File: src/rtl/execute_writeback_if.sv
// Execute/writeback bundle: issue lanes in, result broadcast (CDB) and
// address-generation FIFO handshake out.
interface execute_writeback_if #(
  parameter int ISSUE_PORTS   = 3,
  parameter int REG_SIZE      = 32,
  parameter int NUM_TAGS      = 64,
  parameter int ROB_SIZE      = 64,
  parameter int NUM_TAGS_LOG2 = $clog2(NUM_TAGS),
  parameter int ROB_SIZE_LOG2 = $clog2(ROB_SIZE)
);
  // issue side
  logic [ISSUE_PORTS-1:0][3:0]               fu_op;
  logic [ISSUE_PORTS-1:0][REG_SIZE-1:0]      fu_rs1;
  logic [ISSUE_PORTS-1:0][REG_SIZE-1:0]      fu_rs2;
  logic [ISSUE_PORTS-1:0][NUM_TAGS_LOG2-1:0] fu_tags;
  logic [ISSUE_PORTS-1:0][ROB_SIZE_LOG2-1:0] fu_rob_index;
  logic [ISSUE_PORTS-1:0]                    fu_valid;
  logic [ISSUE_PORTS-1:0]                    fu_loadstore;

  // result broadcast
  logic [ISSUE_PORTS-1:0][NUM_TAGS_LOG2-1:0] cdb_tags;
  logic [ISSUE_PORTS-1:0][REG_SIZE-1:0]      cdb_data;
  logic [ISSUE_PORTS-1:0][ROB_SIZE_LOG2-1:0] cdb_rob_index;
  logic [ISSUE_PORTS-1:0]                    cdb_valid;

  // address FIFO
  logic [REG_SIZE-1:0]      agu_addr;
  logic [ROB_SIZE_LOG2-1:0] agu_rob_index;
  logic                     agu_valid;
  logic                     agu_ready;
  logic                     ex_stall;
  logic                     agu_overflow;

  modport slave (
    input  fu_op, fu_rs1, fu_rs2, fu_tags, fu_rob_index, fu_valid, fu_loadstore,
    input  agu_ready,
    output cdb_tags, cdb_data, cdb_rob_index, cdb_valid,
    output agu_addr, agu_rob_index, agu_valid, ex_stall, agu_overflow
  );

  modport master (
    output fu_op, fu_rs1, fu_rs2, fu_tags, fu_rob_index, fu_valid, fu_loadstore,
    output agu_ready,
    input  cdb_tags, cdb_data, cdb_rob_index, cdb_valid,
    input  agu_addr, agu_rob_index, agu_valid, ex_stall, agu_overflow
  );
endinterface

File: src/rtl/execute_writeback.sv
// Execute/writeback stage: one ALU per issue lane with a registered result
// broadcast on the matching CDB port, plus an address FIFO that collects
// load/store effective addresses (lower lanes enqueue first).
module execute_writeback #(
  parameter int ISSUE_PORTS = 3,
  parameter int REG_SIZE    = 32,
  parameter int NUM_TAGS    = 64,
  parameter int ROB_SIZE    = 64,
  parameter int AGU_DEPTH   = 4
) (
  input logic                clk,
  input logic                rst,
  execute_writeback_if.slave bus
);
  localparam int TAG_W = $clog2(NUM_TAGS);
  localparam int ROB_W = $clog2(ROB_SIZE);
  localparam int PTR_W = $clog2(AGU_DEPTH);
  localparam int CNT_W = PTR_W + 1;

  // ALU: shifts use the low five bits of rs2; unused opcodes yield zero.
  function automatic logic [REG_SIZE-1:0] alu_f(
    input logic [3:0]          op,
    input logic [REG_SIZE-1:0] a,
    input logic [REG_SIZE-1:0] b
  );
    logic [4:0]          sh;
    logic [REG_SIZE-1:0] res;
    sh = b[4:0];
    case (op)
      4'd0:    res = a + b;
      4'd1:    res = a - b;
      4'd2:    res = a ^ b;
      4'd3:    res = a | b;
      4'd4:    res = a & b;
      4'd5:    res = a << sh;
      4'd6:    res = a >> sh;
      4'd7:    res = $signed(a) >>> sh;
      4'd8:    res = {{(REG_SIZE-1){1'b0}}, ($signed(a) < $signed(b))};
      4'd9:    res = {{(REG_SIZE-1){1'b0}}, (a < b)};
      default: res = {REG_SIZE{1'b0}};
    endcase
    return res;
  endfunction

  // result broadcast registers
  logic [ISSUE_PORTS-1:0][TAG_W-1:0]    cdb_tags_r;
  logic [ISSUE_PORTS-1:0][REG_SIZE-1:0] cdb_data_r;
  logic [ISSUE_PORTS-1:0][ROB_W-1:0]    cdb_rob_r;
  logic [ISSUE_PORTS-1:0]               cdb_valid_r;

  // address FIFO state
  logic [REG_SIZE-1:0] addr_mem_r [AGU_DEPTH];
  logic [ROB_W-1:0]    rob_mem_r  [AGU_DEPTH];
  logic [PTR_W-1:0]    wr_ptr_r;
  logic [PTR_W-1:0]    rd_ptr_r;
  logic [CNT_W-1:0]    count_r;
  logic                overflow_r;

  // FIFO control
  logic                              agu_valid_s;
  logic                              deq_s;
  logic [CNT_W-1:0]                  free_s;
  logic [CNT_W-1:0]                  acc_s;
  logic                              dropped_s;
  logic [ISSUE_PORTS-1:0]            we_s;
  logic [ISSUE_PORTS-1:0][PTR_W-1:0] slot_s;

  assign agu_valid_s = (count_r != {CNT_W{1'b0}});

  // Enqueue allocation: the same-cycle dequeue frees its slot first, then
  // load/store lanes claim free slots in lane order; the rest are dropped.
  always_comb begin
    deq_s     = agu_valid_s & bus.agu_ready;
    free_s    = CNT_W'(AGU_DEPTH) - count_r + {{PTR_W{1'b0}}, deq_s};
    acc_s     = {CNT_W{1'b0}};
    dropped_s = 1'b0;
    we_s      = {ISSUE_PORTS{1'b0}};
    slot_s    = {(ISSUE_PORTS*PTR_W){1'b0}};
    for (int l = 0; l < ISSUE_PORTS; l++) begin
      if (bus.fu_valid[l] && bus.fu_loadstore[l]) begin
        if (acc_s < free_s) begin
          we_s[l]   = 1'b1;
          slot_s[l] = wr_ptr_r + acc_s[PTR_W-1:0];
          acc_s     = acc_s + {{(CNT_W-1){1'b0}}, 1'b1};
        end else begin
          dropped_s = 1'b1;
        end
      end else begin
        we_s[l] = 1'b0;
      end
    end
  end

  // CDB: capture ALU results for valid non-memory lanes, otherwise hold payload.
  always_ff @(posedge clk or negedge rst) begin
    if (!rst) begin
      cdb_tags_r  <= {(ISSUE_PORTS*TAG_W){1'b0}};
      cdb_data_r  <= {(ISSUE_PORTS*REG_SIZE){1'b0}};
      cdb_rob_r   <= {(ISSUE_PORTS*ROB_W){1'b0}};
      cdb_valid_r <= {ISSUE_PORTS{1'b0}};
    end else begin
      for (int l = 0; l < ISSUE_PORTS; l++) begin
        if (bus.fu_valid[l] && !bus.fu_loadstore[l]) begin
          cdb_valid_r[l] <= 1'b1;
          cdb_data_r[l]  <= alu_f(bus.fu_op[l], bus.fu_rs1[l], bus.fu_rs2[l]);
          cdb_tags_r[l]  <= bus.fu_tags[l];
          cdb_rob_r[l]   <= bus.fu_rob_index[l];
        end else begin
          cdb_valid_r[l] <= 1'b0;
        end
      end
    end
  end

  // FIFO storage: write accepted effective addresses into their allocated slots.
  always_ff @(posedge clk or negedge rst) begin
    if (!rst) begin
      for (int i = 0; i < AGU_DEPTH; i++) begin
        addr_mem_r[i] <= {REG_SIZE{1'b0}};
        rob_mem_r[i]  <= {ROB_W{1'b0}};
      end
    end else begin
      for (int l = 0; l < ISSUE_PORTS; l++) begin
        if (we_s[l]) begin
          addr_mem_r[slot_s[l]] <= bus.fu_rs1[l] + bus.fu_rs2[l];
          rob_mem_r[slot_s[l]]  <= bus.fu_rob_index[l];
        end
      end
    end
  end

  // FIFO pointers, occupancy and the one-cycle drop indication.
  always_ff @(posedge clk or negedge rst) begin
    if (!rst) begin
      wr_ptr_r   <= {PTR_W{1'b0}};
      rd_ptr_r   <= {PTR_W{1'b0}};
      count_r    <= {CNT_W{1'b0}};
      overflow_r <= 1'b0;
    end else begin
      wr_ptr_r   <= wr_ptr_r + acc_s[PTR_W-1:0];
      rd_ptr_r   <= rd_ptr_r + {{(PTR_W-1){1'b0}}, deq_s};
      count_r    <= count_r - {{PTR_W{1'b0}}, deq_s} + acc_s;
      overflow_r <= dropped_s;
    end
  end

  assign bus.cdb_tags      = cdb_tags_r;
  assign bus.cdb_data      = cdb_data_r;
  assign bus.cdb_rob_index = cdb_rob_r;
  assign bus.cdb_valid     = cdb_valid_r;
  assign bus.agu_addr      = addr_mem_r[rd_ptr_r];
  assign bus.agu_rob_index = rob_mem_r[rd_ptr_r];
  assign bus.agu_valid     = agu_valid_s;
  assign bus.agu_overflow  = overflow_r;
  // Stall while the FIFO could not absorb a full issue group.
  assign bus.ex_stall      = (AGU_DEPTH - int'(count_r)) < ISSUE_PORTS;
endmodule

File: src/flat_wrapper.sv
// flat-port wrapper written by rule: the top's interface ports become plain ports
module execute_writeback_flat 
#(
  parameter int ISSUE_PORTS = 3,
  parameter int REG_SIZE    = 32,
  parameter int NUM_TAGS    = 64,
  parameter int ROB_SIZE    = 64,
  parameter int AGU_DEPTH   = 4
)
  (clk, rst, bus_fu_op, bus_fu_rs1, bus_fu_rs2, bus_fu_tags, bus_fu_rob_index, bus_fu_valid, bus_fu_loadstore, bus_agu_ready, bus_cdb_tags, bus_cdb_data, bus_cdb_rob_index, bus_cdb_valid, bus_agu_addr, bus_agu_rob_index, bus_agu_valid, bus_ex_stall, bus_agu_overflow);
  execute_writeback_if #(.ISSUE_PORTS(ISSUE_PORTS), .REG_SIZE(REG_SIZE), .NUM_TAGS(NUM_TAGS), .ROB_SIZE(ROB_SIZE)) bus_i ();
  input logic clk;
  input logic rst;
  input wire logic [$bits(bus_i.fu_op)-1:0] bus_fu_op;
  input wire logic [$bits(bus_i.fu_rs1)-1:0] bus_fu_rs1;
  input wire logic [$bits(bus_i.fu_rs2)-1:0] bus_fu_rs2;
  input wire logic [$bits(bus_i.fu_tags)-1:0] bus_fu_tags;
  input wire logic [$bits(bus_i.fu_rob_index)-1:0] bus_fu_rob_index;
  input wire logic [$bits(bus_i.fu_valid)-1:0] bus_fu_valid;
  input wire logic [$bits(bus_i.fu_loadstore)-1:0] bus_fu_loadstore;
  input wire logic [$bits(bus_i.agu_ready)-1:0] bus_agu_ready;
  output wire logic [$bits(bus_i.cdb_tags)-1:0] bus_cdb_tags;
  output wire logic [$bits(bus_i.cdb_data)-1:0] bus_cdb_data;
  output wire logic [$bits(bus_i.cdb_rob_index)-1:0] bus_cdb_rob_index;
  output wire logic [$bits(bus_i.cdb_valid)-1:0] bus_cdb_valid;
  output wire logic [$bits(bus_i.agu_addr)-1:0] bus_agu_addr;
  output wire logic [$bits(bus_i.agu_rob_index)-1:0] bus_agu_rob_index;
  output wire logic [$bits(bus_i.agu_valid)-1:0] bus_agu_valid;
  output wire logic [$bits(bus_i.ex_stall)-1:0] bus_ex_stall;
  output wire logic [$bits(bus_i.agu_overflow)-1:0] bus_agu_overflow;
  assign bus_i.fu_op = bus_fu_op;
  assign bus_i.fu_rs1 = bus_fu_rs1;
  assign bus_i.fu_rs2 = bus_fu_rs2;
  assign bus_i.fu_tags = bus_fu_tags;
  assign bus_i.fu_rob_index = bus_fu_rob_index;
  assign bus_i.fu_valid = bus_fu_valid;
  assign bus_i.fu_loadstore = bus_fu_loadstore;
  assign bus_i.agu_ready = bus_agu_ready;
  assign bus_cdb_tags = bus_i.cdb_tags;
  assign bus_cdb_data = bus_i.cdb_data;
  assign bus_cdb_rob_index = bus_i.cdb_rob_index;
  assign bus_cdb_valid = bus_i.cdb_valid;
  assign bus_agu_addr = bus_i.agu_addr;
  assign bus_agu_rob_index = bus_i.agu_rob_index;
  assign bus_agu_valid = bus_i.agu_valid;
  assign bus_ex_stall = bus_i.ex_stall;
  assign bus_agu_overflow = bus_i.agu_overflow;
  execute_writeback #(.ISSUE_PORTS(ISSUE_PORTS), .REG_SIZE(REG_SIZE), .NUM_TAGS(NUM_TAGS), .ROB_SIZE(ROB_SIZE), .AGU_DEPTH(AGU_DEPTH)) u_core (.clk(clk), .rst(rst), .bus(bus_i));
endmodule
File: config.mk
export PLATFORM = sky130hd
export DESIGN_NAME = execute_writeback_flat
export DESIGN_NICKNAME = d
export VERILOG_FILES = /design/src/rtl/execute_writeback_if.sv /design/src/rtl/execute_writeback.sv /design/src/flat_wrapper.sv
export SDC_FILE = /design/constraint.sdc
export NUM_CORES = 2
export LEC_CHECK = 0
export ABC_CLOCK_PERIOD_IN_PS = 3200
export CAP_MARGIN = 5
export CORE_AREA = 3 3 245 343
export CTS_CLUSTER_DIAMETER = 100
export DETAILED_ROUTE_END_ITERATION = 8
export DIE_AREA = 0 0 248 346
export PLACE_DENSITY = 0.86
export SLEW_MARGIN = 5
export SYNTH_ARGS = -nofsm -noshare
export SYNTH_HDL_FRONTEND = slang
export SYNTH_SLANG_ARGS = --single-unit
File: constraint.sdc
create_clock -name clk -period 3.2 [get_ports clk]
set_clock_uncertainty 0.1 [all_clocks]
set_input_delay 0.64 -clock clk [delete_from_list [all_inputs] [get_ports clk]]
set_output_delay 0.64 -clock clk [all_outputs]
set_load 0.02 [all_outputs]
==> impl_metrics.env, run 1 <==
export IMPL_die_x_microns=248
export IMPL_grt_pass1_vias=69800
export IMPL_io_pins=425
export IMPL_syn_area_per_cell_sq_um=7.75
export IMPL_lastStage="5_1_grt"
export IMPL_cts_htree_levels=2
export IMPL_syn_cell_area_sq_um=41300
export IMPL_netlist_instances=5324
export IMPL_firstError="[ERROR GRT-0116] Global routing finished with congestion. Check the congestion regions in the DRC Viewer."
export IMPL_clockBufferDepth=3
export IMPL_cts_made_buffers=35
export IMPL_ys_ff_latch=295
export IMPL_placementRows=124
export IMPL_synth_warnings=0
export IMPL_start_util_pct=50.7
export IMPL_grt_overflow=901
export IMPL_synth_nets=5881
export IMPL_cts_sinks=295
export IMPL_grt_pass1_wl_microns=490000
export IMPL_port_buffers=424
export IMPL_placed_area_sq_um=57400
export IMPL_dp_hpwl_microns=165000
export IMPL_synth_edff_count=0
export IMPL_place_congestion=1.34
export IMPL_cts_root_buf="clkbuf_16"
export IMPL_synthFlopType="dfrtp_1"
export IMPL_synth_async_reset_ratio_pct=100
export IMPL_status="did not finish"
export IMPL_grt_max_degree=74
export IMPL_synth_distinct_cells=124
export IMPL_ys_seq_area_share_pct=17.9
export IMPL_grt_usage_pct=75.1
export IMPL_die_h_microns=346
==> cell usage after synthesis (14+ instances only) <==
| cell type | count | area (sq um) |
|---|---|---|
| nand2_1 | 712 | 2670 |
| nor2_1 | 543 | 2040 |
| a21oi_1 | 481 | 2410 |
| o21ai_0 | 422 | 2110 |
| ha_1 | 301 | 3770 |
| dfrtp_1 | 295 | 7380 |
| inv_1 | 286 | 1070 |
| clkbuf_1 | 274 | 1030 |
| mux4_2 | 215 | 4840 |
| mux2i_1 | 149 | 1490 |
| nand3_1 | 122 | 611 |
| nor3_1 | 98 | 490 |
| xnor2_1 | 95 | 832 |
| o211ai_1 | 91 | 683 |
| a211oi_1 | 82 | 616 |
| a221oi_1 | 79 | 692 |
| buf_2 | 65 | 325 |
| a21o_1 | 51 | 383 |
| o21bai_1 | 49 | 368 |
| a31oi_1 | 48 | 300 |
| nand2b_1 | 45 | 282 |
| o221ai_1 | 44 | 385 |
| a22oi_1 | 43 | 323 |
| o22ai_1 | 43 | 269 |
| buf_1 | 42 | 158 |
| nor2b_1 | 37 | 231 |
| a22o_1 | 29 | 254 |
| xor2_1 | 29 | 254 |
| a221o_1 | 28 | 280 |
| mux2_2 | 27 | 304 |
| or3_1 | 27 | 169 |
| nor4_1 | 25 | 156 |
| nand4_1 | 23 | 144 |
| o21ai_1 | 23 | 115 |
| o2111ai_1 | 22 | 193 |
| a211o_1 | 20 | 175 |
| and3_1 | 20 | 125 |
| o31ai_1 | 20 | 150 |
| and2_1 | 18 | 113 |
| or2_2 | 16 | 100 |
| o31a_1 | 15 | 131 |
| clkbuf_8 | 14 | 193 |
==> timing repair <==
| item | 4_1_cts |
|---|---|
| setup endpoints to repair | 251 |
| gates resized for setup | 518 |
| buffers inserted | 78 |
| hold endpoints to repair | 61 |
| hold buffers | 1 |
| pin swaps | 126 |
| cloned | 14 |
==> cells by family after synthesis <==
family                     after synthesis  share of synthesized area (%)
xor gates and xnor gates               125                           2.67
and+or+nand+nor                       1731                           18.2
adders and majority gates              308                           9.46
muxes                                  391                           16.1
DFF                                    295                           17.9
buffers and inverters                  713                           7.26
AOI/OAI and AO/OA                     1761                           28.4
==> layer usage <==
layer | track usage (%) | GRT overflow
met1 | 73.0 | 34
met2 | 88.5 | 491
met3 | 65.5 | 46
met4 | 72.8 | 321
met5 | 45.5 | 9
==> metrics by stage <==
stage / std cells / setup slack, ns
after floorplan: 5324 / -0.311
after global placement: 7862 / -1.01
after detailed placement: 7862 / -1.14
after CTS: 8018 / -0.241
==> run 2: changes to the inputs <==
--- a/config.mk
+++ b/config.mk
@@ -5,13 +5,12 @@
 export SDC_FILE = /design/constraint.sdc
 export NUM_CORES = 2
 export LEC_CHECK = 0
-export ABC_CLOCK_PERIOD_IN_PS = 3200
+export ABC_CLOCK_PERIOD_IN_PS = 4200
 export CAP_MARGIN = 5
-export CORE_AREA = 3 3 245 343
-export CTS_CLUSTER_DIAMETER = 100
+export CORE_AREA = 3 3 343 345
 export DETAILED_ROUTE_END_ITERATION = 8
-export DIE_AREA = 0 0 248 346
-export PLACE_DENSITY = 0.86
+export DIE_AREA = 0 0 346 348
+export PLACE_DENSITY_LB_ADDON = 0.15
 export SLEW_MARGIN = 5
 export SYNTH_ARGS = -nofsm -noshare
 export SYNTH_HDL_FRONTEND = slang
==> constraint.sdc (replaced) <==
create_clock -name clk -period 4.2 [get_ports clk]
set_clock_uncertainty 0.1 [all_clocks]
set_input_delay 0.84 -clock clk [delete_from_list [all_inputs] [get_ports clk]]
set_output_delay 0.84 -clock clk [all_outputs]
set_load 0.02 [all_outputs]
==> run 2 against run 1 <==
The flow now finishes without violations. Synthesized cell count is the same. Area after synthesis unchanged.
==> impl_metrics.env, run 2 <==
export IMPL_start_util_pct=36.0
export IMPL_layout_drive_gt1_share_pct=21.9
export IMPL_crit_family="compound AO/OA/AOI/OAI gates"
export IMPL_core_area_sq_um=115000
export IMPL_grt_pass1_vias=45900
export IMPL_grt_pass1_wl_microns=314000
export IMPL_syn_area_per_cell_sq_um=7.75
export IMPL_netlist_instances=5324
export IMPL_synthFlopType="dfrtp_1"
export IMPL_critPathBufInv=3
export IMPL_max_slew_worst_pin_slew_ns=0.973
export IMPL_synth_edff_count=0
export IMPL_nFillCells=11500
export IMPL_synth_area_top_cells="dfrtp_1 (18%), mux4_2 (12%), ha_1 (9.1%)"
export IMPL_ys_ff_latch=295
export IMPL_cpMostUsedCell="o21ai_0"
export IMPL_crit_cells=13
export IMPL_die_area_sq_um=120000
export IMPL_cts_htree_levels=2
export IMPL_largest_reg_flops=128
export IMPL_grt_overflow=0
export IMPL_placementRows=124
export IMPL_r2r_start="u_core.count_r[0]$_DFF_PN0_"
export IMPL_cts_tree="built"
export IMPL_power_density_nw_per_um2=391
export IMPL_slew_headroom_pct=34.9
export IMPL_place_congestion=1.01
export IMPL_cp_arrival_ns=4.47
export IMPL_clock_latency_ns=0.61
export IMPL_layout_common_cells="buf_4 (889), nand2_1 (712), nor2_1 (537)"
export IMPL_yosysTopAreaCellShare_pct=17.9
export IMPL_critPathSlowestCell="clkdlybuf4s50_1"
export IMPL_rsz0062_at_grt="false"
export IMPL_drt_initial_drc_count=5535
export IMPL_dp_hpwl_microns=170000
export IMPL_io_pins=425
export IMPL_final_common_cell="buf_4"
export IMPL_clk_pin_slew_worst_paths_ns=0.07
export IMPL_min_period_ns=4.10
export IMPL_cts_sinks=295
export IMPL_ff2ff_path_depth=20
export IMPL_setup_violations=0
export IMPL_drtAntennaViolNets=0
export IMPL_p_leak_nw=23.9
export IMPL_critPathLaunchType="input pin"
export IMPL_status="completed"
export IMPL_required_ns=4.58
export IMPL_final_nets=6868
export IMPL_fin_ws_ns=0.102
export IMPL_synth_top_area_cell="dfrtp_1"
export IMPL_synth_most_common_cell="nand2_1"
export IMPL_regMostFlops="u_core.addr_mem_r"
export IMPL_max_freq_ghz=0.244
export IMPL_synthTopCellsByCount="nand2_1 (712), nor2_1 (543), a21oi_1 (481)"
export IMPL_area_growth_syn_to_layout_pct=32.4
export IMPL_synth_nets=5881
export IMPL_vias_per_cell=6.06
export IMPL_r2r_end="u_core.addr_mem_r[60]$_DFF_PN0_"
export IMPL_slew_viol_final=0
export IMPL_end_kind="flip-flop"
export IMPL_stdcell_count=7857
export IMPL_grt_max_degree=98
export IMPL_route_detailed_drc=0
export IMPL_period_share_pct=97.6
export IMPL_syn_cell_area_sq_um=41300
export IMPL_min_path_type="input pin to asynchronous set/reset pin"
export IMPL_wl_per_cell_microns=27.2
export IMPL_dp_slack_ns=-0.415
export IMPL_drv_cap=0
export IMPL_path_cells="clkdlybuf4s50_1 -> inv_1 -> ha_1 -> buf_4 -> o21ai_0 -> o21ai_1 -> a2111oi_2 -> a211oi_1 -> nor2_1 -> o21ai_0 -> mux2i_1 -> o21ai_0 -> o211ai_1"
export IMPL_drt_first_pass_iters=8
export IMPL_routed_wl_microns=214000
export IMPL_grt_usage_pct=34.3
export IMPL_synth_warnings=0
export IMPL_synth_async_reset_ratio_pct=100
export IMPL_die_h_microns=348
export IMPL_vias=47600
export IMPL_cts_hold_buf=0
export IMPL_placedCellCount=7779
export IMPL_die_x_microns=346
export IMPL_power_mw=21.4
export IMPL_hold_viol=0
export IMPL_port_buffers=424
export IMPL_ys_seq_area_share_pct=17.9
export IMPL_clockBufferDepth=3
export IMPL_synth_distinct_cells=124
export IMPL_ir_drop_v=0.000394
export IMPL_cts_root_buf="clkbuf_16"
export IMPL_cts_made_buffers=42
export IMPL_rrSetupSlack_ns=0.45
export IMPL_cpPeakStageDelay_ns=0.62
export IMPL_path_max_fanout=5
export IMPL_critical_path_class="input pin to flip-flop"
export IMPL_antenna_found_initial=10
-- run 2: cell counts after synthesis --
Identical to the previous run, type by type.
-- run 2: where the power goes --
part	internal (mW)	leakage (nW)	switching [mW]
sequential	3.81	3.68	0.647
clock	2.37	0.732	1.65
combinational	5.61	19.5	7.29
total	11.8	23.9	9.58
-- run 2: what timing repair did --
action                     CTS  global route
gates resized for setup      0             1
setup endpoints to repair    0             3
buffers inserted             0             0
-- run 2: cell families after synthesis --
kind of cell               count (synthesis)  synth area share [%]
buffers and inverters                    713                  7.26
xor gates and xnor gates                 125                  2.67
and+or+nand+nor                         1731                  18.2
adders and majority gates                308                  9.46
muxes                                    391                  16.1
AOI/OAI and AO/OA                       1761                  28.4
DFF                                      295                  17.9
-- run 2: worst max path at each step --
stage,start,end,slack (ns)
floorplan,bus_fu_rs2[2],u_core.bus.cdb_data[22]$_DFFE_PN0P_,-0.07
global placement,bus_fu_rs2[8],u_core.bus.cdb_data[29]$_DFFE_PN0P_,-0.46
detailed placement,bus_fu_rs1[0],u_core.bus.cdb_data[24]$_DFFE_PN0P_,-0.41
CTS,bus_fu_rs1[0],u_core.bus.cdb_data[24]$_DFFE_PN0P_,0.22
global route,bus_fu_rs2[8],u_core.addr_mem_r[93]$_DFF_PN0_,0.0008
finish,bus_fu_rs2[8],u_core.bus.cdb_data[29]$_DFFE_PN0P_,0.10
-- run 2: final cells by class --
type	instances	area, sq um	area share (%)
Inverter	301	1140	2.09
Multi-Input combinational cell	4316	31000	56.7
Tap cell	1512	1890	3.46
Timing Repair Buffer	1355	11700	21.5
Clock buffer	49	1120	2.04
Sequential cell	295	7380	13.5
Antenna cell	1	2.50	0.00458
Clock inverter	28	395	0.723
-- run 2: metal layers --
metal | GRT usage (%) | wire length, microns
met5 | 0.510 | 82
met4 | 14.4 | 10400
met3 | 5.24 | 17200
met2 | 55.2 | 96900
met1 | 45.9 | 89500
-- run 2: metrics by stage --
stage	utilization [%]	hold slack, ns	TNS, ns	cell area [sq um]
global route	47.7	0.201	0	54700
detailed placement	46.4	0.361	-20.50	53100
floorplan	-	0.397	-0.0713	41300
CTS	47.7	0.176	0	54700
finish	47.7	0.131	0	54700
global placement	46.4	0.359	-18.06	53100
No activity file was read; power rests on OpenSTA's default activity.
